[src/rtl/uart_tx_core.sv]
// uart_tx_core: UART transmitter with frame-format parameters, a small
// transmit FIFO and a valid/ready push interface. Bit timing comes from an
// internal divider in the system clock domain.
//
// Ports:
//   clk        system clock, rising edge
//   rst_n      asynchronous active-low reset
//   in_data    byte to send (only [DATA_BITS-1:0] are transmitted)
//   in_valid   in_data is valid
//   in_ready   FIFO not full; a push happens on in_valid && in_ready
//   txd        serial output, registered, idles high
//   busy       frame on the line or FIFO non-empty
//   fifo_count bytes currently stored in the FIFO
module uart_tx_core #(
    parameter int unsigned DIV        = 868,
    parameter int unsigned DATA_BITS  = 8,
    parameter int unsigned PARITY     = 0,
    parameter int unsigned STOP_BITS  = 1,
    parameter int unsigned FIFO_DEPTH = 4
) (
    input  logic                        clk,
    input  logic                        rst_n,
    input  logic [7:0]                  in_data,
    input  logic                        in_valid,
    output logic                        in_ready,
    output logic                        txd,
    output logic                        busy,
    output logic [$clog2(FIFO_DEPTH):0] fifo_count
);

    localparam int unsigned AW = $clog2(FIFO_DEPTH);
    localparam int unsigned PW = AW + 1;
    localparam int unsigned DW = $clog2(DIV);

    localparam logic [DW-1:0] DIV_LAST  = DW'(DIV - 1);
    localparam logic [7:0]    DATA_MASK = 8'((1 << DATA_BITS) - 1);
    localparam logic [2:0]    DATA_LAST = 3'(DATA_BITS - 1);
    localparam logic [2:0]    STOP_LAST = 3'(STOP_BITS - 1);

    typedef enum logic [2:0] {
        ST_IDLE   = 3'd0,
        ST_START  = 3'd1,
        ST_DATA   = 3'd2,
        ST_PARITY = 3'd3,
        ST_STOP   = 3'd4
    } state_t;

    state_t        state_q, state_d;
    logic [DW-1:0] div_q, div_d;
    logic [2:0]    bit_cnt_q, bit_cnt_d;
    logic [7:0]    shift_q, shift_d;
    logic          par_q, par_d;
    logic          txd_q, txd_d;
    logic [PW-1:0] wr_q, wr_d;
    logic [PW-1:0] rd_q, rd_d;
    logic [PW-1:0] cnt_q, cnt_d;
    logic          in_ready_q, in_ready_d;
    logic          busy_q, busy_d;

    logic [7:0] fifo_mem [FIFO_DEPTH];

    logic       push;
    logic       pop;
    logic       bit_end;
    logic       fifo_empty;
    logic       data_par;
    logic [7:0] head;

    assign in_ready   = in_ready_q;
    assign txd        = txd_q;
    assign busy       = busy_q;
    assign fifo_count = cnt_q;

    // Next-state, datapath and FIFO bookkeeping
    always_comb begin
        state_d    = state_q;
        div_d      = div_q;
        bit_cnt_d  = bit_cnt_q;
        shift_d    = shift_q;
        par_d      = par_q;
        txd_d      = txd_q;
        wr_d       = wr_q;
        rd_d       = rd_q;
        cnt_d      = cnt_q;
        pop        = 1'b0;

        push       = in_valid && in_ready_q;
        bit_end    = (div_q == DIV_LAST);
        fifo_empty = (wr_q == rd_q);
        head       = fifo_mem[rd_q[AW-1:0]];
        data_par   = ^(head & DATA_MASK);

        // Divider holds 0 in IDLE so every frame starts on a clean bit period
        if (state_q == ST_IDLE) begin
            div_d = '0;
        end else if (bit_end) begin
            div_d = '0;
        end else begin
            div_d = div_q + DW'(1);
        end

        case (state_q)
            ST_IDLE: begin
                if (!fifo_empty) begin
                    pop = 1'b1;
                end
            end
            ST_START: begin
                if (bit_end) begin
                    state_d   = ST_DATA;
                    txd_d     = shift_q[0];
                    shift_d   = shift_q >> 1;
                    bit_cnt_d = 3'd0;
                end
            end
            ST_DATA: begin
                if (bit_end) begin
                    if (bit_cnt_q == DATA_LAST) begin
                        bit_cnt_d = 3'd0;
                        if (PARITY != 0) begin
                            state_d = ST_PARITY;
                            txd_d   = par_q;
                        end else begin
                            state_d = ST_STOP;
                            txd_d   = 1'b1;
                        end
                    end else begin
                        txd_d     = shift_q[0];
                        shift_d   = shift_q >> 1;
                        bit_cnt_d = bit_cnt_q + 3'd1;
                    end
                end
            end
            ST_PARITY: begin
                if (bit_end) begin
                    state_d   = ST_STOP;
                    txd_d     = 1'b1;
                    bit_cnt_d = 3'd0;
                end
            end
            ST_STOP: begin
                if (bit_end) begin
                    if (bit_cnt_q == STOP_LAST) begin
                        if (!fifo_empty) begin
                            pop = 1'b1;
                        end else begin
                            state_d = ST_IDLE;
                            txd_d   = 1'b1;
                        end
                    end else begin
                        bit_cnt_d = bit_cnt_q + 3'd1;
                    end
                end
            end
            default: begin
                state_d = ST_IDLE;
                txd_d   = 1'b1;
            end
        endcase

        // Pop loads the head byte and launches a start bit
        if (pop) begin
            state_d = ST_START;
            txd_d   = 1'b0;
            shift_d = head;
            par_d   = (PARITY == 1) ? ~data_par : data_par;
            rd_d    = rd_q + PW'(1);
        end

        if (push) begin
            wr_d = wr_q + PW'(1);
        end

        case ({push, pop})
            2'b10:   cnt_d = cnt_q + PW'(1);
            2'b01:   cnt_d = cnt_q - PW'(1);
            default: cnt_d = cnt_q;
        endcase

        // Full when pointers differ only in the wrap bit
        in_ready_d = !((wr_d[AW] != rd_d[AW]) && (wr_d[AW-1:0] == rd_d[AW-1:0]));
        busy_d     = (state_d != ST_IDLE) || (wr_d != rd_d);
    end

    // State and output registers
    always_ff @(posedge clk or negedge rst_n) begin
        if (!rst_n) begin
            state_q    <= ST_IDLE;
            div_q      <= '0;
            bit_cnt_q  <= 3'd0;
            shift_q    <= 8'd0;
            par_q      <= 1'b0;
            txd_q      <= 1'b1;
            wr_q       <= '0;
            rd_q       <= '0;
            cnt_q      <= '0;
            in_ready_q <= 1'b1;
            busy_q     <= 1'b0;
        end else begin
            state_q    <= state_d;
            div_q      <= div_d;
            bit_cnt_q  <= bit_cnt_d;
            shift_q    <= shift_d;
            par_q      <= par_d;
            txd_q      <= txd_d;
            wr_q       <= wr_d;
            rd_q       <= rd_d;
            cnt_q      <= cnt_d;
            in_ready_q <= in_ready_d;
            busy_q     <= busy_d;
        end
    end

    // FIFO storage; contents are don't-care after reset since pointers clear
    always_ff @(posedge clk) begin
        if (push) begin
            fifo_mem[wr_q[AW-1:0]] <= in_data;
        end
    end

endmodule

[config.mk]
export PLATFORM = sky130hd
export DESIGN_NAME = uart_tx_core
export DESIGN_NICKNAME = d
export VERILOG_FILES = /design/src/rtl/uart_tx_core.sv
export SDC_FILE = /design/constraint.sdc
export NUM_CORES = 1
export LEC_CHECK = 0
export CORE_ASPECT_RATIO = 0.7
export CORE_MARGIN = 3
export CORE_UTILIZATION = 35
export CTS_BUF_LIST = sky130_fd_sc_hd__clkbuf_2
export DETAILED_ROUTE_END_ITERATION = 6
export DONT_BUFFER_PORTS = 1
export GPL_ROUTABILITY_DRIVEN = 0
export PLACE_DENSITY = 0.47
export SYNTH_ARGS = -nofsm -noshare
export SYNTH_HDL_FRONTEND = slang
export SYNTH_SLANG_ARGS = --single-unit
[constraint.sdc]
create_clock -name clk -period 6.25 [get_ports clk]
set_input_delay 1.5625 -clock clk [delete_from_list [all_inputs] [get_ports clk]]
set_output_delay 1.5625 -clock clk [all_outputs]
set_load 0.01 [all_outputs]
* After elaboration in Yosys (flattened, before gate mapping) *
Memories as Yosys holds them, arrays and structs flattened.
Cells that the tools add are included.

cells by class
  reductions and logical operators = 14
  add/sub/neg operators = 6
  multiplexer cells = 40
  equality and inequality tests = 24

operator list
  cell                   number
  $mux 3                 15
  $mux 8                 4
  $ne 3x3->1 const B     7
  $mux 10                2
  $pmux 8 s2             1
  $pmux 3 s5             1
  $mux 1                 13
  $add 3x1->3 const B    4
  $add 10x1->10 const B  1
  $eq 10x10->1 const B   1
  $pmux 3 s3             1
  $reduce_bool 3->1      3
  $ne 2x2->1 const B     4
  $reduce_and 7->1       1
  $eq 3x2->1 const B     2
  $eq 3x3->1 const B     2
  $logic_not 3->1        2
  $pmux 3 s2             1
  $pmux 1 s5             1
  $reduce_and 5->1       1
  $reduce_and 4->1       1
  $eq 3x1->1 const B     1
  $eq 3x3->1             1
  $ne 3x3->1             1
  other kinds (12)       13

storage, ports and cells
  register bits after elaboration = 36
  memories = 1
  bits of input ports = 11
  output and inout bits = 6
  logic and storage cells = 95
  bits in writable memories = 32

memory list
  memory    words  width  read ports  clocked after memory_dff  wr ports  line  RTL
  fifo_mem  4      8      1           0                         1         60    logic [7:0] fifo_mem [FIFO_DEPTH];

* Logic depth before layout (Yosys ltp) *
Gate-level depths: netlist of run 1.

  word-level depth = 9
  mapped depth = 12
  depth with buffers taken out = 12

* Least setup slack after synthesis of run 1 *
No wires, ideal clock.

  kind = input to register
  start point = input port in_valid
  end point = register cnt_q[2] (netlist: fifo_count[2])
  path slack = 3.449 ns
  stages on the path = 7
  path buffers = 0
  data required time = 6.171 ns
  setup time = 0.079 ns
  arrival = 2.722 ns
  path through = nand2_1 -> ha_1 -> inv_1 -> fa_1 -> xor2_1 -> nor2_1 -> xor2_1

on the way
  word-level cells in the longest chain between the ends = 3
  elaborated cells on any way between the ends = 5
  those cells by class = eq/ne (2); mux (1); reduce/logical (2)

RTL lines
  item                                             line  RTL
  start: declaration                               24    input logic in_valid,
  $logic_and 1x1->1 *                              87    push = in_valid && in_ready_q;
  $eq 2x1->1 or $eq 2x2->1 (tied branches)         174   case ({push, pop})
  $pmux 3 s2 or $reduce_bool 2->1 (tied branches)  --
  end signal: assignment                           208   cnt_q <= cnt_d;
  end: declaration                                 56    logic [PW-1:0] cnt_q, cnt_d;

Mark *: on every way between the ends. The rest lies on a longest branch, timed or not.
A chain may end at the register's enable or synchronous reset.

* Worst setup path after layout of run 1 *
  start point = register rd_q[0]
  end point = register cnt_q[2] (netlist: fifo_count[2])

on the way
  word-level cells in the longest chain between the ends = 7
  elaborated cells on any way between the ends = 9
  those cells by class = eq/ne (3); mux (5); reduce/logical (1)

RTL lines
  item                                             line      RTL
  start: declaration                               55        logic [PW-1:0] rd_q, rd_d;
  start signal: assignment                         207       rd_q <= rd_d;
  $eq 3x3->1 *                                     89        fifo_empty = (wr_q == rd_q);
  $mux 1 *                                         104, 144
  $mux 1                                           143       if (bit_cnt_q == STOP_LAST) begin
  $mux 1                                           142       if (bit_end) begin
  $pmux 1 s2 *                                     102       case (state_q)
  $eq 2x1->1 or $eq 2x2->1 (tied branches)         174
  $pmux 3 s2 or $reduce_bool 2->1 (tied branches)  --

Marks and branches as above.

==> results of run 1 <==
==> report_power, final <==
| part | switching [mW] | internal [mW] | total, mW | leakage (nW) |
|---|---|---|---|---|
| sequential | 0.113 | 0.591 | 0.704 | 0.731 |
| clock | 0.158 | 0.171 | 0.329 | 0.0895 |
| combinational | 0.216 | 0.197 | 0.413 | 0.540 |
==> cells in the final DEF, fill, tap and decap left out, types with 2 or more instances in the layout <==
cell type,netlist,final
sky130_fd_sc_hd__xor2_1,13,13
sky130_fd_sc_hd__dfrtp_1,34,34
sky130_fd_sc_hd__inv_1,20,20
sky130_fd_sc_hd__mux2i_1,3,3
sky130_fd_sc_hd__a21oi_1,5,5
sky130_fd_sc_hd__nand2_1,12,12
sky130_fd_sc_hd__clkbuf_2,0,9
sky130_fd_sc_hd__mux2_2,2,2
sky130_fd_sc_hd__dfstp_2,2,2
sky130_fd_sc_hd__bufinv_16,0,3
sky130_fd_sc_hd__a21oi_2,6,6
sky130_fd_sc_hd__xnor2_1,9,9
sky130_fd_sc_hd__nor2_1,20,20
sky130_fd_sc_hd__a22oi_1,2,2
sky130_fd_sc_hd__nor2b_1,3,3
sky130_fd_sc_hd__edfxtp_1,32,32
sky130_fd_sc_hd__o22ai_1,6,6
sky130_fd_sc_hd__mux4_2,8,8
sky130_fd_sc_hd__nand3_1,8,8
sky130_fd_sc_hd__nor3_1,2,2
sky130_fd_sc_hd__and3_1,6,6
sky130_fd_sc_hd__nand2b_1,3,3
sky130_fd_sc_hd__ha_1,10,10
sky130_fd_sc_hd__o21ai_0,10,10
==> layout make-up <==
cell class,instances,area share (%)
clock buffers,9,1.34
flip-flops and latches,68,55.6
clock inverters,7,3.43
inverters,20,2.24
multi-input cells,142,32.9
well taps,120,4.48
==> registers in the layout, indices dropped and copies added, names as in the netlist <==
| signal | count |
|---|---|
| rd_q | 3 |
| busy | 1 |
| wr_q | 3 |
| bit_cnt_q | 3 |
| shift_q | 8 |
| in_ready | 1 |
| txd | 1 |
| state_q | 3 |
| div_q | 10 |
| fifo_mem | 32 |
| fifo_count | 3 |
==> stage by stage <==
| stage | worst slack [ps] | area, um2 | hold slack [ps] | power (mW) | std cells |
|---|---|---|---|---|---|
| 2_1_floorplan | 3450 | 3090 | 448 | 1.04 | 237 |
| 3_3_place_gp | 3250 | 3190 | 464 | 1.13 | 350 |
| 3_5_place_dp | 3170 | 3190 | 484 | 1.13 | 350 |
| 4_1_cts | 3200 | 3350 | 509 | 1.47 | 366 |
| 5_1_grt | 2960 | 3350 | 545 | 1.56 | 366 |
| 6_report | 3220 | 3350 | 505 | 1.45 | 366 |
==> per-layer routing <==
| layer | GRT usage [%] | vias to the layer above | wire length (um) | part of all wire [%] |
|---|---|---|---|---|
| met2 | 16.5 | 25 | 2250 | 40 |
| met3 | 5.39 | 6 | 286 | 5.1 |
| li1 | - | 841 | - | - |
| met5 | 0 | - | 0 | 0 |
| met1 | 19.0 | 830 | 3030 | 54 |
| met4 | 4.47 | 0 | 60 | 1.1 |
==> how the worst min path moves through the flow <==
stage          depth (start not counted)            endpoint                from  slack, ps
5_1_grt                                1  div_q[0]$_DFF_PN0_  div_q[0]$_DFF_PN0_        540
3_3_place_gp                           1  div_q[0]$_DFF_PN0_  div_q[0]$_DFF_PN0_        460
2_1_floorplan                          1  div_q[0]$_DFF_PN0_  div_q[0]$_DFF_PN0_        450
6_report                               1  div_q[0]$_DFF_PN0_  div_q[0]$_DFF_PN0_        500
4_1_cts                                1   rd_q[2]$_DFF_PN0_   rd_q[2]$_DFF_PN0_        510
3_5_place_dp                           1   rd_q[2]$_DFF_PN0_   rd_q[2]$_DFF_PN0_        480
==> cell families (layout without fill, tap and decap cells) <==
| group | Yosys count | after routing | synth area share, % |
|---|---|---|---|
| buf+inv | 27 | 36 | 3.93 |
| compound gates | 33 | 33 | 6.93 |
| xor+xnor | 22 | 22 | 6.24 |
| mux | 13 | 13 | 7.53 |
| flops | 68 | 68 | 60.3 |
| fa+ha+maj | 11 | 11 | 4.70 |
| simple gates | 63 | 63 | 10.3 |
==> worst register-to-register path: stages (launching register included) <==
cell and delay (ps):
sky130_fd_sc_hd__dfrtp_1 800, sky130_fd_sc_hd__xor2_1 350, sky130_fd_sc_hd__nor3_1 110, sky130_fd_sc_hd__a211o_1 440, sky130_fd_sc_hd__inv_1 240, sky130_fd_sc_hd__ha_1 230
sky130_fd_sc_hd__inv_1 60, sky130_fd_sc_hd__fa_1 370, sky130_fd_sc_hd__xor2_1 150, sky130_fd_sc_hd__nor2_1 110, sky130_fd_sc_hd__xor2_1 140
==> results.sh, run 1 <==
export IMPL_run_status="completed"
export IMPL_grt_first_pass_wirelength_um=9560
export IMPL_grtUsageTotal_pct=12.8
export IMPL_hold_violation_count_in_the_final_report=0
export IMPL_antenna_cells_inserted=0
export IMPL_number_of_global_route_vias_before_repair=1722
export IMPL_crit_end="fifo_count[2]$_DFFE_PN0P_"
export IMPL_post_synth_inst_count=237
export IMPL_die_height_um=84.6
export IMPL_fin_setup_tns_ps=0
export IMPL_worst_path_dominant_cell_family="flip-flops"
export IMPL_routed_wire_length_per_instance_um=15.4
export IMPL_postCtsHoldBufs=0
export IMPL_yosysWarnings=0
export IMPL_crit_required_ps=6690
export IMPL_synth_nets=259
export IMPL_regArea_mm2=0.00186
export IMPL_timing_rr_end="fifo_count[2]$_DFFE_PN0P_"
export IMPL_critical_path_top_cell_by_count="sky130_fd_sc_hd__xor2_1"
export IMPL_synth_edf_count=32
export IMPL_detailed_place_hpwl_um=3910
export IMPL_number_of_antenna_violations_at_the_first_check_in_global_routing=0
export IMPL_numPortBuffers=0
export IMPL_syn_to_final_growth_pct=8.55
export IMPL_worst_setup_path_type="reg -> reg"
export IMPL_cp_end_kind="flop"
export IMPL_r2r_slack_ps=3220
export IMPL_detail_route_iter0_violations=121
export IMPL_wirelength_um=5630
export IMPL_worst_r2r_path_cells=10
export IMPL_chipWidth_um=118
export IMPL_io_pins=17
export IMPL_post_cts_setup_buffer_count=0
export IMPL_maximum_number_of_pins_on_one_net_before_global_route_repair=37
export IMPL_leading_area_contributor_after_synthesis="sky130_fd_sc_hd__edfxtp_1"
export IMPL_slew_worst_pin_ps=680
export IMPL_initial_core_util_pct=36.3
export IMPL_drtPass1Iterations=4
export IMPL_clk_pin_slew_ps=200
export IMPL_reg2reg_from="rd_q[0]$_DFF_PN0_"
export IMPL_synth_yosys_seq_area_share_pct=60.3
export IMPL_synth_distinct_cells=40
export IMPL_cp_arrival_ps=3470
export IMPL_final_report_max_slew_violation_count=0
export IMPL_cts_buffer_depth=2
export IMPL_cp_max_fo=15
export IMPL_post_synth_most_frequent_cells="sky130_fd_sc_hd__dfrtp_1 (34), sky130_fd_sc_hd__edfxtp_1 (32), sky130_fd_sc_hd__inv_1 (20), sky130_fd_sc_hd__nor2_1 (20), sky130_fd_sc_hd__xor2_1 (13)"
export IMPL_max_vdd_ir_drop_mv=0.202
export IMPL_row_count=28
export IMPL_detail_route_vias_per_cell=4.65
export IMPL_setup_repair_after_global_routing_missed_its_margin="false"
export IMPL_worst_slew_margin_rel_pct=54.4
export IMPL_drt_antenna_violating_nets=0
export IMPL_syn_mean_instance_area_um2=13.0
export IMPL_fp_dieArea_mm2=0.0100
export IMPL_power_leakage_nw=1.36
export IMPL_critical_path_slowest_cell="sky130_fd_sc_hd__dfrtp_1"
export IMPL_overflow_after_grt=0
export IMPL_fill_cells=801
export IMPL_post_cts_resized_instances=0
export IMPL_finalSetupViolCount=0
export IMPL_timing_critical_path_slowest_cell_delay_ps=800
export IMPL_crit_path_cells="xor2_1 > nor3_1 > a211o_1 > inv_1 > ha_1 > inv_1 > fa_1 > xor2_1 > nor2_1 > xor2_1"
export IMPL_multi_input_comb_area_mm2=0.00110
export IMPL_post_route_period_util_pct=48.5
export IMPL_finalWorstPathRequiredPeriod_ps=3030
export IMPL_cts_tree="built"
export IMPL_synth_main_ff_cell="sky130_fd_sc_hd__dfrtp_1"
export IMPL_remaining_drc_errors=0
export IMPL_fmaxAchievable_mhz=330
export IMPL_start_kind="flop"
export IMPL_yosys_area_top_type_share_pct=31.1
export IMPL_clk_latency_ps=490
export IMPL_async_reset_ff_share_pct=52.9
export IMPL_cts_htree_levels=3
export IMPL_final_layout_size_suffix_gt1_share_pct=15.0
export IMPL_top_cells_by_area_in_the_synthesized_netlist="sky130_fd_sc_hd__edfxtp_1 (31%), sky130_fd_sc_hd__dfrtp_1 (28%), sky130_fd_sc_hd__mux4_2 (5.8%), sky130_fd_sc_hd__ha_1 (4.1%), sky130_fd_sc_hd__xor2_1 (3.7%)"
export IMPL_cp_depth=10
export IMPL_fin_nets=263
export IMPL_power_per_cell_area_mw_per_mm2=431
export IMPL_fin_skew_ps=29.9
export IMPL_post_synthesis_instance_area_mm2=0.00309
export IMPL_maxCapViolCount=0
export IMPL_cts_bufs_inserted=9
export IMPL_layout_core_utilization_pct=39.4
export IMPL_seq_cells_post_synth=68
export IMPL_cts_sink_count=68
export IMPL_synth_most_common_cell="sky130_fd_sc_hd__dfrtp_1"
export IMPL_clk_root_buffer_cell="sky130_fd_sc_hd__clkbuf_2"
export IMPL_fp_coreArea_mm2=0.00851
export IMPL_critical_path_n_buffers_inverters=2
export IMPL_holdCritPathClass="reg -> reg"
export IMPL_crit_start="rd_q[0]$_DFF_PN0_"
export IMPL_route_vias_total=1702
(Power assumes the default switching activity.)
==> run 2, diff against run 1 <==
- PLACE_DENSITY: 0.47 -> 0.49
- clock period: 6.25 -> 2.5 ns (I/O delays scaled with it)
==> run 2 against run 1 <==
Final cell count increased by 4.1%. Clock skew grew 1.9 ps. First-iteration DRC count fell by 5.8%. Design area is 3.6% higher. Die area did not move. Global-route usage down 0.068 points. Combinational power grew to 3.1 times the previous value. Critical path depth increased by 1. Sequential share of layout area down 1.9 points. Non-clock buffer count increased by 15.
==> results.sh, run 2 (synthesis results as in run 1) <==
export IMPL_maximum_number_of_pins_on_one_net_before_global_route_repair=37
export IMPL_holdCritPathClass="in -> reg"
export IMPL_critical_path_slowest_cell="sky130_fd_sc_hd__dfrtp_1"
export IMPL_worst_slew_margin_rel_pct=51.9
export IMPL_hold_worst_slack_ps=206
export IMPL_cts_tree="built"
export IMPL_cp_max_fo=3
export IMPL_post_layout_nonfiller_instances=381
export IMPL_detailed_place_hpwl_um=3880
export IMPL_number_of_antenna_violations_at_the_first_check_in_global_routing=0
export IMPL_numPortBuffers=0
export IMPL_initial_core_util_pct=36.3
export IMPL_cts_htree_levels=3
export IMPL_post_route_period_util_pct=93.0
export IMPL_io_pins=17
export IMPL_detail_route_iter0_violations=114
export IMPL_final_design_area_no_fill_mm2=0.00347
export IMPL_start_kind="flop"
export IMPL_cts_bufs_inserted=9
export IMPL_fp_coreArea_mm2=0.00851
export IMPL_fin_skew_ps=31.8
export IMPL_finalSetupViolCount=0
export IMPL_fin_nets=278
export IMPL_drtPass1Iterations=4
export IMPL_number_of_global_route_vias_before_repair=1820
export IMPL_postPlaceCellArea_mm2=0.00326
export IMPL_layout_core_utilization_pct=40.8
export IMPL_cp_end_kind="flop"
export IMPL_setup_repair_after_global_routing_missed_its_margin="true"
export IMPL_critical_path_n_buffers_inverters=2
export IMPL_run_status="completed"
export IMPL_wirelength_um=5640
export IMPL_cp_depth=11
export IMPL_crit_path_cells="ha_2 > nor3b_4 > nand4_1 > a211o_1 > inv_2 > ha_4 > inv_2 > fa_2 > xor2_1 > nor2_1 > xor2_1"
export IMPL_fmaxAchievable_mhz=430
export IMPL_overflow_after_grt=0
export IMPL_clk_root_buffer_cell="sky130_fd_sc_hd__clkbuf_2"
export IMPL_route_vias_total=1799
export IMPL_row_count=28
export IMPL_most_common_library_cell_in_the_layout_ignoring_fill_and_taps="sky130_fd_sc_hd__dfrtp_1"
export IMPL_fp_dieArea_mm2=0.0100
export IMPL_grtUsageTotal_pct=12.7
export IMPL_fill_cells=793
export IMPL_routed_wire_length_per_instance_um=14.8
export IMPL_crit_required_ps=2950
export IMPL_detail_route_vias_per_cell=4.72
export IMPL_maxCapViolCount=0
export IMPL_slew_worst_pin_ps=716
export IMPL_clk_latency_ps=500
export IMPL_final_report_max_slew_violation_count=0
export IMPL_timing_critical_path_slowest_cell_delay_ps=430
export IMPL_finalWorstPathRequiredPeriod_ps=2320
export IMPL_power_leakage_nw=1.42
export IMPL_final_layout_size_suffix_gt1_share_pct=20.7
export IMPL_chipWidth_um=118
export IMPL_drt_antenna_violating_nets=0
export IMPL_grt_first_pass_wirelength_um=9650
export IMPL_power_per_cell_area_mw_per_mm2=1060
export IMPL_syn_to_final_growth_pct=12.4
export IMPL_worst_r2r_path_cells=11
export IMPL_cts_buffer_depth=2
export IMPL_antenna_cells_inserted=0
export IMPL_die_height_um=84.6
export IMPL_worst_path_dominant_cell_family="adder cells"
export IMPL_cp_arrival_ps=2780
export IMPL_hold_violation_count_in_the_final_report=0
export IMPL_cts_sink_count=68
export IMPL_most_frequent_cells_in_the_layout="sky130_fd_sc_hd__dfrtp_1 (34), sky130_fd_sc_hd__edfxtp_1 (32), sky130_fd_sc_hd__nor2_1 (20)"
export IMPL_fin_setup_tns_ps=0
export IMPL_remaining_drc_errors=0
export IMPL_dp_cells=359
export IMPL_clk_pin_slew_ps=200
export IMPL_max_vdd_ir_drop_mv=0.471
export IMPL_largest_reg_flops=32
export IMPL_depth_of_the_worst_hold_timing_path=0
export IMPL_worst_setup_path_type="reg -> reg"
==> run 2: metal layers <==
metal	share of wire, %	GRT usage (%)
met5	0	0
met4	1.2	5.11
met3	5.2	4.78
met2	40	16.2
met1	54	19.2
==> run 2: where the power goes <==
part	total, mW	internal, mW	leakage (nW)	switching, mW
Sequential	1.68	1.48	0.731	0.200
Clock	0.706	0.326	0.0747	0.381
Combinational	1.29	0.622	0.614	0.668
==> run 2: timing repair <==
item,4_1_cts,5_1_grt
setup endpoints to repair,1,2
hold buffers,2,0
setup buffers,1,3
pin swaps,0,4
gates resized for setup,1,6
hold endpoints to repair,36,0
==> run 2: per-stage QoR <==
stage	total power [mW]	setup slack, ps
after floorplan	2.59	47.7
after global placement	2.92	116
after detailed placement	2.92	46.7
after CTS	3.67	13.8
after global routing	3.96	-18.4
final	3.67	176
==> run 2: area by class of cell <==
type,count,area [um2],area share (%)
flip-flops and latches,68,1860,53.7
clock buffers,10,50.0,1.44
repair buffers,15,128,3.67
well taps,120,150,4.32
clock inverters,6,78.8,2.27
multi-input cells,142,1130,32.5
inverters,20,75.1,2.16
==> run 2: worst paths after layout <==
| check | to | slack [ps] | from |
|---|---|---|---|
| setup / recovery | fifo_count[2]$_DFFE_PN0P_ | 180 | div_q[0]$_DFF_PN0_ |
| hold / removal | fifo_mem[0][4]$_DFFE_PP_ | 210 | in_data[4] |
| setup reg to reg | fifo_count[2]$_DFFE_PN0P_ | 180 | div_q[0]$_DFF_PN0_ |
| hold reg to reg | wr_q[2]$_DFF_PN0_ | 510 | wr_q[2]$_DFF_PN0_ |
| max in group asynchronous | txd$_DFFE_PN1P_ | 1680 | rst_n |
| min in group asynchronous | div_q[5]$_DFF_PN0_ | 530 | rst_n |
==> run 3, diff against run 2 <==
- CTS_CLUSTER_SIZE: unset -> 24
==> results of run 3 <==
Final layout, timing and power as in run 2 (identical DEF).
